## src/rtl/fetch_decode_queue.sv

```systemverilog
// Instruction prefetch queue between Fetch and Decode.
// Circular buffer of {InstrF, PCF, PCPlus4F} entries with first-word
// fall-through head outputs, synchronous flush and asynchronous reset.
module fetch_decode_queue #(
  parameter int WIDTH       = 64,
  parameter int INSTR_WIDTH = 32,
  parameter int DEPTH       = 4
) (
  input  logic                       clk,
  input  logic                       reset,
  input  logic [WIDTH-1:0]           PCF,
  input  logic [WIDTH-1:0]           PCPlus4F,
  input  logic [INSTR_WIDTH-1:0]     InstrF,
  input  logic                       validF,
  output logic                       readyF,
  input  logic                       flushD,
  input  logic                       stallD,
  output logic [INSTR_WIDTH-1:0]     InstrD,
  output logic [WIDTH-1:0]           PCD,
  output logic [WIDTH-1:0]           PCPlus4D,
  output logic                       validD,
  output logic [$clog2(DEPTH+1)-1:0] countQ
);

  localparam int PTR_W   = $clog2(DEPTH);
  localparam int CNT_W   = $clog2(DEPTH + 1);
  localparam int ENTRY_W = 2 * WIDTH + INSTR_WIDTH;
  localparam logic [CNT_W-1:0] FULL_CNT = CNT_W'(DEPTH);

  // Entry layout: {instr, pc, pc_plus4}
  logic [ENTRY_W-1:0] r_mem [DEPTH];
  logic [PTR_W-1:0]   r_rd_ptr;
  logic [PTR_W-1:0]   r_wr_ptr;
  logic [CNT_W-1:0]   r_count;

  logic               w_ready;
  logic               w_valid;
  logic               w_push;
  logic               w_pop;
  logic [ENTRY_W-1:0] w_head;

  // Flow control depends only on registered occupancy; no path from stallD/validF to readyF.
  assign w_ready = (r_count < FULL_CNT);
  assign w_valid = (r_count != {CNT_W{1'b0}});
  assign w_push  = validF & w_ready & ~flushD;
  assign w_pop   = w_valid & ~stallD & ~flushD;

  assign readyF  = w_ready;
  assign validD  = w_valid;
  assign countQ  = r_count;

  // Storage write; contents need no reset because validD gates every read.
  always_ff @(posedge clk) begin
    if (w_push) begin
      r_mem[r_wr_ptr] <= {InstrF, PCF, PCPlus4F};
    end
  end

  // Pointer and occupancy update; flush overrides any same-cycle push or pop.
  always_ff @(posedge clk or posedge reset) begin
    if (reset) begin
      r_rd_ptr <= {PTR_W{1'b0}};
      r_wr_ptr <= {PTR_W{1'b0}};
      r_count  <= {CNT_W{1'b0}};
    end else if (flushD) begin
      r_rd_ptr <= {PTR_W{1'b0}};
      r_wr_ptr <= {PTR_W{1'b0}};
      r_count  <= {CNT_W{1'b0}};
    end else begin
      // DEPTH is a power of two, so pointer increments wrap naturally.
      if (w_push) begin
        r_wr_ptr <= r_wr_ptr + PTR_W'(1);
      end
      if (w_pop) begin
        r_rd_ptr <= r_rd_ptr + PTR_W'(1);
      end
      case ({w_push, w_pop})
        2'b10:   r_count <= r_count + CNT_W'(1);
        2'b01:   r_count <= r_count - CNT_W'(1);
        default: r_count <= r_count;
      endcase
    end
  end

  // Head presentation: fall-through of entry[rd_ptr], forced to zero when empty.
  always_comb begin
    w_head   = r_mem[r_rd_ptr];
    InstrD   = {INSTR_WIDTH{1'b0}};
    PCD      = {WIDTH{1'b0}};
    PCPlus4D = {WIDTH{1'b0}};
    if (w_valid) begin
      InstrD   = w_head[ENTRY_W-1 -: INSTR_WIDTH];
      PCD      = w_head[2*WIDTH-1 -: WIDTH];
      PCPlus4D = w_head[WIDTH-1:0];
    end else begin
      InstrD   = {INSTR_WIDTH{1'b0}};
      PCD      = {WIDTH{1'b0}};
      PCPlus4D = {WIDTH{1'b0}};
    end
  end

endmodule
```

## config.mk

```make
export PLATFORM = sky130hd
export DESIGN_NAME = fetch_decode_queue
export DESIGN_NICKNAME = d
export VERILOG_FILES = /design/src/rtl/fetch_decode_queue.sv
export SDC_FILE = /design/constraint.sdc
export NUM_CORES = 1
export LEC_CHECK = 0
export CAP_MARGIN = 0
export CORE_UTILIZATION = 35
export CTS_BUF_LIST = sky130_fd_sc_hd__clkbuf_4
export CTS_CLUSTER_SIZE = 28
export DETAILED_ROUTE_END_ITERATION = 10
export PLACE_DENSITY = 0.57
export SETUP_SLACK_MARGIN = 0.3
export SLEW_MARGIN = 10
export SYNTH_ARGS = -nofsm -noshare
export SYNTH_HDL_FRONTEND = slang
export SYNTH_SLANG_ARGS = --single-unit
```

## constraint.sdc

```tcl
create_clock -name clk -period 14.64 [get_ports clk]
set_input_delay 2.196 -clock clk [delete_from_list [all_inputs] [get_ports clk]]
set_output_delay 2.196 -clock clk [all_outputs]
set_load 0.05 [all_outputs]
```

==> results of run 1 <==
-- where the power goes --
group	total, mW	internal (mW)	switching (mW)
logic	0.881	0.325	0.556
registers	2.12	2.10	0.0223
clock network	1.53	0.813	0.713
-- worst max-delay path, delay by kind of cell (launching register included) --
kind,cells,cell delay [ps]
buffers and inverters,3,2480
flip-flops,1,720
multiplexers,1,600
AND/OR/NAND/NOR,1,170
-- cells in the final DEF (no fill, tap or decap), drive strengths merged, types with 2 or more instances in the layout --
cell and n:
edfxtp 640, clkdlybuf4s50 329, clkbuf 248, nor2b 161
mux4 160, clkinv 36, buf 21, inv 12
dfrtp 7, nor2 6, o21ai 5, diode 4
a21oi 4, xnor2 4, nand2 4, and2 4
ha 4, clkinvlp 4, nor3b 2, nor4 2
bufinv 2
-- registers in the layout, indices dropped and copies added (netlist names) --
signal and cells:
r_mem 640, countQ 3, r_rd_ptr 2, r_wr_ptr 2
-- layer usage --
| layer | vias to the layer above | track usage (%) | routed length (um) |
|---|---|---|---|
| li1 | 5472 | - | - |
| met1 | 6344 | 19.6 | 22600 |
| met2 | 454 | 24.0 | 25700 |
| met3 | 114 | 6.94 | 5140 |
| met4 | 26 | 5.64 | 1060 |
| met5 | - | 0 | 174 |
-- worst paths after layout --
| check | depth (start not counted) | slack (ps) | from | to |
|---|---|---|---|---|
| max | 5 | 7400 | r_rd_ptr[0] | PCD[52] |
| max in group asynchronous | 2 | 12780 | reset | r_rd_ptr[0] |
| max reg2reg | 5 | 11050 | countQ[2] | r_mem[1][110] |
| min | 2 | 580 | r_wr_ptr[1] | r_wr_ptr[1] |
| min reg2reg | 2 | 580 | r_wr_ptr[1] | r_wr_ptr[1] |
| min in group asynchronous | 2 | 1550 | reset | r_rd_ptr[1] |
-- final cells by class --
type,instances,share of cell area [%]
sequential,647,62.3
multi-input combinational,366,15.8
timing repair buffer,350,11.1
clock buffer,248,5.98
tap,931,3.74
clock inverter,48,0.901
inverter,6,0.0724
antenna,4,0.0322
-- stage by stage --
stage	setup WS [ps]	area, um2	hold WS [ps]	std cells	total power, mW
global placement	8100	29000	560	2300	3.06
CTS	7020	31100	583	2596	4.62
floorplan	7870	24600	543	1076	2.74
finish	7400	31100	577	2600	4.53
detailed placement	8110	29000	575	2300	3.06
global route	6790	31100	624	2598	4.75
-- kinds of logic after synthesis --
logic type | Yosys count
buf+inv | 63
compound gates | 14
xor+xnor | 4
simple gates | 183
fa+ha+maj | 5
mux | 160
flops | 647
==> summary.md, run 1 <==
| Metric | Value |
|---|---|
| Filler instances | `5991` |
| Vias in the first global route | `13600` |
| GRT Overall Usage | `15.7%` |
| Tmin final | `~7200 ps` |
| Chip height | `267 um` |
| CTS Buffer Depth | `3` |
| RSZ-0062 raised after global routing | `false` |
| CP max-delay cell | `buf_4` |
| Synth area leaders | `edfxtp_1, mux4_2, nor2b_1` |
| EDFF count, synth | `between 600 and 700` |
| Most common cell in the netlist | `edfxtp_1` |
| Final worst-path cycle share | `49.4%` |
| Max Slew Vio Count | `0` |
| Synth top area share | `78.0%` |
| Post-route ant nets | `0` |
| Combinational family with the most area after synthesis | `multiplexers` |
| CTS tree | `built` |
| Fin Clk Skew | `36.2 ps` |
| Final core occ | `45.1%` |
| Flop and latch count out of synthesis | `647` |
| Wirelength per Cell | `~21 um` |
| Max Cap Viol | `0` |
| CTS clk-pin slew, worst paths | `60 ps` |
| Setup TNS | `0 ps` |
| Effective utilization at floorplan | `35.7%` |
| Hold-fix buffers, CTS | `0` |
| Largest net degree at the start of global routing | `66` |
| CP max FO | `48` |
| First-pass GRT wire length | `81800 um` |
| Asr flop ratio synth | `1.08%` |
| XOR/XNOR Fraction of Synth Area | `0.142%` |
| Number of I/O port buffers | `329` |
| Syn Std Cell Area | `24600 um2` |
| Drt drc | `0` |
| Clk sinks | `around 650` |
| Worst-Skew Late Latency | `940 ps` |
| CP required | `12440 ps` |
| Critical path, cell by cell | `buf_4, buf_4, mux4_2, nor2b_1, clkdlybuf4s50_1` |
| Num rows | `96` |
| WS Path Type | `flop to output port` |
| Most used cell, CP | `buf_4` |
| Number of DRC markers in iteration 0 | `~740` |
| Total Wirelength | `54700 um` |
| Post-synth cell types | `28` |
| Multi-input logic area | `4930 um2` |
| Share of post-route cells with drive strength above 1 | `27.6%` |
| Total CTS buffers | `171` |
| Post-CTS repair timing setup buffer count | `0` |
| Final HPWL DP | `30200 um` |
| GP Congestion | `0.706` |
| Synth Flop Type | `edfxtp_1` |
| Register area share after synthesis | `78.7%` |
| Crit start category | `flop` |
| Layout Nets | `between 1500 and 2000` |
| Synth Area in Compound Gates | `0.335%` |
| GRT overflow | `0` |
| Final setup violation count | `0` |
| Detailed-route via count | `12400` |
| WP data arrival | `5040 ps` |
| Synthesized Nets | `~1200` |
| Pwr Density | `146 nW/um2` |
| Peak supply drop | `0.0896 mV` |
| Register area | `19400 um2` |
| Root Driver | `clkbuf_4` |
| Worst Setup End Kind | `output port` |
| Simple-Gate Fraction of Synth Area | `4.55%` |
| Hold Vio Cnt, Final | `0` |
| Post-cts sizing count | `0` |
| Die footprint | `71500 um2` |
| Synthesized instance count | `approximately 1100` |
| Core area | `between 60000 and 70000 um2` |
| Post-synthesis adder-cell area fraction | `0.284%` |
| Ports | `330` |
| Syn Area/Cell | `22.9 um2` |
| DR pass1 iterations | `4` |
| Relative max-transition margin | `24.0%` |
| Worst Max-Slew Pin Slew | `between 1000 and 1500 ps` |
| Cell accounting for the most synthesized area | `edfxtp_1` |
| Peak Freq | `138 MHz` |
| Outcome | `finished clean` |
| Leak Pwr | `9.81 nW` |
| Top cells by count, synth | `edfxtp_1, nor2b_1, mux4_2, clkbuf_1, buf_2` |
| Ys Warns | `0` |
| CTS H-tree depth | `4` |
| Worst path max stage delay | `890 ps` |
| Vias/cell | `4.77` |
| Initial antenna violation count | `15` |
| Die width | `267 um` |
| Post-synthesis mux area share | `14.6%` |
| Area grow syn2layout | `26.3%` |
| Hold Path Class | `flop to flop` |
Power figures use the tool's default switching activity.
==> inputs of run 2 (changes only) <==
==> constraint.sdc (replaced) <==
create_clock -name clk -period 7.1 [get_ports clk]
set_input_delay 1.065 -clock clk [delete_from_list [all_inputs] [get_ports clk]]
set_output_delay 1.065 -clock clk [all_outputs]
set_load 0.05 [all_outputs]
==> run 2 against run 1 <==
  * Sequential share of layout area fell by 0.083 points
  * Utilization rose by 0.060 points
  * Combinational power rose by 110%
  * Flip-flop and latch count did not move
  * Register-to-register slack got worse by 7000 ps
  * Clock-buffer cell count rose by 5
  * First-iteration DRC count fell by 18%
==> summary.md, run 2 (same netlist as run 1, synthesis figures left out) <==
| Metric | Value |
|---|---|
| Final HPWL DP | `28800 um (-4.6%)` |
| Initial antenna violation count | `14 (-1)` |
| Post-route ant nets | `0 (unchanged)` |
| Hold Vio Cnt, Final | `0 (unchanged)` |
| Total Wirelength | `53800 um (-1.5%)` |
| CTS tree | `built` |
| Layout Nets | `1705 (-0.41%)` |
| Max reg flops | `640 (unchanged)` |
| Hold-fix buffers, CTS | `0 (unchanged)` |
| CP required | `6030 ps (-6410 ps)` |
| Root Driver | `clkbuf_4` |
| Effective utilization at floorplan | `35.7% (unchanged)` |
| Number of DRC markers in iteration 0 | `605 (-18%)` |
| Peak Freq | `194 MHz` |
| GRT Overall Usage | `15.4% (-0.30 points)` |
| Most frequent cells in the layout | `edfxtp_1, clkdlybuf4s50_1, clkbuf_4, nor2b_1, mux4_2` |
| Max Slew Vio Count | `0 (unchanged)` |
| Detailed-route via count | `12300 (-1.1%)` |
| WP data arrival | `4100 ps (-940 ps)` |
| Final worst-path cycle share | `72.8%` |
| Relative max-transition margin | `41.7% (+18 points)` |
| Filler instances | `6017 (+0.43%)` |
| Tmin final | `5170 ps` |
| Worst-Skew Late Latency | `960 ps (+20 ps)` |
| GP Congestion | `0.693 (-1.8%)` |
| Post-cts sizing count | `0 (unchanged)` |
| Area grow syn2layout | `26.5%` |
| Worst Max-Slew Pin Slew | `875 ps (-265 ps)` |
| RSZ-0062 raised after global routing | `false` |
| Fin Clk Skew | `34.8 ps (-1.45 ps)` |
| Biggest register | `r_mem` |
| Outcome | `finished clean` |
| Die width | `267 um (unchanged)` |
| Worst Setup End Kind | `output port` |
| Final setup violation count | `0 (unchanged)` |
| CTS Buffer Depth | `3 (unchanged)` |
| CP max FO | `50 (+4.2%)` |
| CTS clk-pin slew, worst paths | `70 ps (about the same)` |
| Num rows | `96 (unchanged)` |
| Total CTS buffers | `171 (unchanged)` |
| Max Cap Viol | `0 (unchanged)` |
| GRT overflow | `0 (unchanged)` |
| Number of I/O port buffers | `329 (unchanged)` |
| Chip height | `267 um (unchanged)` |
| Vias in the first global route | `13600 (-0.12%)` |
| DR pass1 iterations | `4 (unchanged)` |
| Post-CTS repair timing setup buffer count | `0 (unchanged)` |
| Hold Path Class | `input port to asynchronous set/reset pin` |
| Wirelength per Cell | `20.7 um (-1.3%)` |
| First-pass GRT wire length | `80800 um (-1.2%)` |
| Peak supply drop | `0.160 mV (+78%)` |
| Vias/cell | `4.73 (-0.90%)` |
| Crit start category | `flop` |
| Largest net degree at the start of global routing | `120 (+82%)` |
| Leak Pwr | `9.80 nW (about the same)` |
| Most common cell after layout, fill and taps aside | `edfxtp_1` |
| Clk sinks | `647 (unchanged)` |
| Setup TNS | `0 ps (unchanged)` |
| Die footprint | `71500 um2 (unchanged)` |
| Core area | `69100 um2 (unchanged)` |
| Final core occ | `45.1% (+0.060 points)` |
| WS Path Type | `flop to output port` |
| Share of post-route cells with drive strength above 1 | `26.9% (-0.64 points)` |
| CTS H-tree depth | `4 (unchanged)` |
| Pwr Density | `300 nW/um2 (+110%)` |
| Drt drc | `0 (unchanged)` |
| Ports | `330 (unchanged)` |
-- run 2: changes by cell type in the layout (fill, tap and decap cells not counted), moves of 3 or more --
cell        change
clkbuf_4        +5
diode_2         +3
clkinv_2        -8
buf_12          +8
buf_4          -15
clkinv_1        +4
clkinvlp_4      -4
-- run 2: area by class of cell --
class | instances | area [um2] | area share (%)
sequential | 647 | 19400 | 62.3
timing repair buffer | 343 | 3500 | 11.2
clock inverter | 41 | 229 | 0.735
multi-input combinational | 366 | 4930 | 15.8
clock buffer | 253 | 1900 | 6.10
antenna | 7 | 17.5 | 0.0562
inverter | 6 | 22.5 | 0.0723
tap | 931 | 1160 | 3.74
-- run 2: worst paths after layout --
kind                            slack [ps]           end        start  depth (start not counted)
worst max-delay path                  1930       PCD[45]  r_rd_ptr[1]                          4
worst min-delay path                   390     countQ[0]        reset                          2
worst max register to register        4100  r_mem[1][99]    countQ[2]                          4
worst min register to register         580   r_wr_ptr[1]  r_wr_ptr[1]                          2
max in group asynchronous             6430   r_rd_ptr[1]        reset                          2
min in group clk                       580   r_wr_ptr[1]  r_wr_ptr[1]                          2
-- run 2: where the power goes --
part	switching, mW	internal (mW)
clock	1.46	1.69
sequential	0.0372	4.33
combinational	1.15	0.675
total	2.64	6.70
-- run 2: metrics by stage --
| step | setup WS (ps) | cell area (um2) | hold WS [ps] | std cells | power (mW) |
|---|---|---|---|---|---|
| global placement | 2810 | 29000 | 563 | 2293 | 6.31 |
| finish | 1930 | 31200 | 394 | 2594 | 9.34 |
| CTS | 1650 | 31100 | 257 | 2587 | 9.53 |
| detailed placement | 2770 | 29000 | 574 | 2293 | 6.31 |
| floorplan | 1460 | 24600 | 543 | 1076 | 5.66 |
| global route | 1590 | 31200 | 271 | 2593 | 9.80 |
-- run 2: worst max-delay path, cell delays in order, from the launching register on --
cell and delay [ps]:
dfrtp_4 970, buf_4 740, mux4_2 360, nor2b_1 210, clkdlybuf4s50_1 840
-- run 2: metal layers --
metal	up-vias	wire length, um	GRT usage [%]
met1	6264	22100	18.8
met3	116	4860	6.38
met2	411	25700	24.0
li1	5455	-	-
met5	-	169	0
met4	24	1050	6.35
==> inputs of run 3 (changes only) <==
==> constraint.sdc (replaced) <==
create_clock -name clk -period 4.9 [get_ports clk]
set_input_delay 0.735 -clock clk [delete_from_list [all_inputs] [get_ports clk]]
set_output_delay 0.735 -clock clk [all_outputs]
set_load 0.05 [all_outputs]
==> run 3 against run 2 <==
  * Cell count grew 0.35%
  * Register-to-register slack lost 1800 ps
  * Clock skew grew 11 ps
  * Routed wire length grew 2.1%
  * Combinational power grew 47%
  * First-iteration DRC count grew 10%
  * Die area is the same
  * Worst setup slack lost 1400 ps
  * Critical path type unchanged
  * Critical path depth is the same
  * Via count grew 1.5%
  * Power grew 47%
  * Non-clock buffer count grew 10
==> summary.md, run 3 (same netlist as run 1, synthesis figures left out) <==
| Metric | Value |
|---|---|
| Outcome | `finished clean` |
| Fin Clk Skew | `46.0 ps (+11.2 ps)` |
| Worst setup startpoint | `r_rd_ptr[1]` |
| Max Cap Viol | `0 (unchanged)` |
| Pwr Density | `437 nW/um2 (+46%)` |
| Worst Hold Slack | `434 ps (+40.5 ps)` |
| Vias in the first global route | `13600 (-0.18%)` |
| Post-route ant nets | `0 (unchanged)` |
| R2r setup slk | `2290 ps (-1810 ps)` |
| Tmin final | `about 4400 ps` |
| Share of post-route cells with drive strength above 1 | `27.6% (+0.63 points)` |
| CTS clk-pin slew, worst paths | `70 ps (about the same)` |
| GRT overflow | `0 (unchanged)` |
| Biggest register | `r_mem` |
| GRT Overall Usage | `15.6% (+0.26 points)` |
| CP required | `4160 ps (-1870 ps)` |
| Die footprint | `71500 um2 (unchanged)` |
| CTS tree | `built` |
| Max reg flops | `640 (unchanged)` |
| Peak supply drop | `0.237 mV (+49%)` |
| RSZ-0062 raised after global routing | `false` |
| Worst Setup End Kind | `output port` |
| Vias/cell | `4.78 (+1.1%)` |
| Root Driver | `clkbuf_4` |
| Num rows | `96 (unchanged)` |
| Drt drc | `0 (unchanged)` |
| DR pass1 iterations | `5 (+1)` |
| Most common cell after layout, fill and taps aside | `edfxtp_1` |
| Ports | `330 (unchanged)` |
| Total CTS buffers | `173 (+1.2%)` |
| Wirelength per Cell | `21.1 um (+1.7%)` |
| Final setup violation count | `0 (unchanged)` |
| Initial antenna violation count | `15 (+1)` |
| Setup TNS | `0 ps (unchanged)` |
| WS Path Type | `flop to output port` |
| Hold Path Class | `input port to flop` |
| Leak Pwr | `9.92 nW (+1.3%)` |
| Filler instances | `5978 (-0.65%)` |
| Detailed-route via count | `12500 (+1.5%)` |
| CP max FO | `31 (-38%)` |
| Final worst-path cycle share | `around 89%` |
| Worst Max-Slew Pin Slew | `902 ps (+26.7 ps)` |
| Total Wirelength | `54900 um (+2.1%)` |
| Worst setup path end | `PCPlus4D[41]` |
| Largest net degree at the start of global routing | `86 (-28%)` |
| Core area | `69100 um2 (unchanged)` |
| CTS Buffer Depth | `3 (unchanged)` |
| Clk sinks | `647 (unchanged)` |
| Area grow syn2layout | `27.6%` |
| Post-cts sizing count | `0 (unchanged)` |
| Final HPWL DP | `31200 um (+8.1%)` |
| Number of I/O port buffers | `329 (unchanged)` |
| Number of DRC markers in iteration 0 | `666 (+10%)` |
| Die width | `267 um (unchanged)` |
| Reg2Reg Depth | `4 (unchanged)` |
| R2r endpoint | `r_mem[3][57]` |
| Relative max-transition margin | `39.9% (-1.8 points)` |
| Layout Nets | `1717 (+0.70%)` |
| R2r startpoint | `countQ[2]` |
| Worst-Skew Late Latency | `920 ps (-40 ps)` |
| Crit start category | `flop` |
| Effective utilization at floorplan | `35.7% (unchanged)` |
| First-pass GRT wire length | `81700 um (+1.2%)` |
| Chip height | `267 um (unchanged)` |
| Most frequent cells in the layout | `edfxtp_1, clkdlybuf4s50_1, clkbuf_4, nor2b_1, mux4_2` |
| Max Slew Vio Count | `0 (unchanged)` |
| Peak Freq | `229 MHz` |
| Hold Vio Cnt, Final | `0 (unchanged)` |
| GP Congestion | `0.720 (+3.9%)` |
| WP data arrival | `3630 ps (-470 ps)` |
| CTS H-tree depth | `4 (unchanged)` |
| Final core occ | `45.5% (+0.41 points)` |
## run 3: stage by stage
stage / std cells / total power, mW / area, um2 / setup slack (ps)
global route: 2603 / 14.4 / 31400 / 346
CTS: 2600 / 14.0 / 31400 / 361
finish: 2603 / 13.8 / 31400 / 536
global placement: 2302 / 9.16 / 29200 / 1460
detailed placement: 2302 / 9.18 / 29200 / 1450
floorplan: 1076 / 8.18 / 24600 / 1380
## run 3: layout make-up
| type | count | area [um2] | area share [%] |
|---|---|---|---|
| well taps | 931 | 1160 | 3.70 |
| flip-flops and latches | 647 | 19400 | 61.7 |
| multi-input cells | 366 | 4930 | 15.7 |
| inverters | 6 | 22.5 | 0.0716 |
| diodes | 3 | 7.51 | 0.0239 |
| repair buffers | 353 | 3690 | 11.7 |
| clock buffers | 252 | 1890 | 6.02 |
| clock inverters | 45 | 337 | 1.07 |
## run 3: worst min path at each step
stage                             from            end  slack, ps  cells past startpoint
after CTS                      PCF[44]  r_mem[0][108]        270                      1
after global routing        InstrF[13]  r_mem[0][141]        300                      1
after global placement     r_wr_ptr[1]    r_wr_ptr[1]        550                      2
after detailed placement   r_wr_ptr[1]    r_wr_ptr[1]        580                      2
final                     PCPlus4F[31]   r_mem[1][31]        430                      1
after floorplan                  reset      countQ[0]        540                      1
## run 3: repair_timing
| action | in CTS | in global routing |
|---|---|---|
| buffers inserted | 0 | 0 |
| hold buffers | 1 | 0 |
| endpoints found under the hold margin | 7 | 0 |
## run 3: routing by layer
metal | vias to the layer above | wire length (um) | track usage [%] | share of wire (%)
met4 | 26 | 905 | 5.75 | 1.6
met5 | - | 172 | 0 | 0.31
li1 | 5486 | - | - | -
met2 | 441 | 26000 | 24.0 | 47
met1 | 6402 | 23000 | 19.8 | 42
met3 | 99 | 4960 | 6.47 | 9.0
## run 3: worst max-delay path, stage by stage, from the launching register on
cell,delay (ps)
dfrtp_4,670
buf_4,530
mux4_2,290
nor2b_1,320
clkdlybuf4s50_1,870
## run 3: report_power, final
group	internal (mW)	total, mW	switching, mW
clock	2.61	4.74	2.13
combinational	0.997	2.67	1.67
sequential	6.28	6.34	0.0590
total	9.89	13.8	3.86
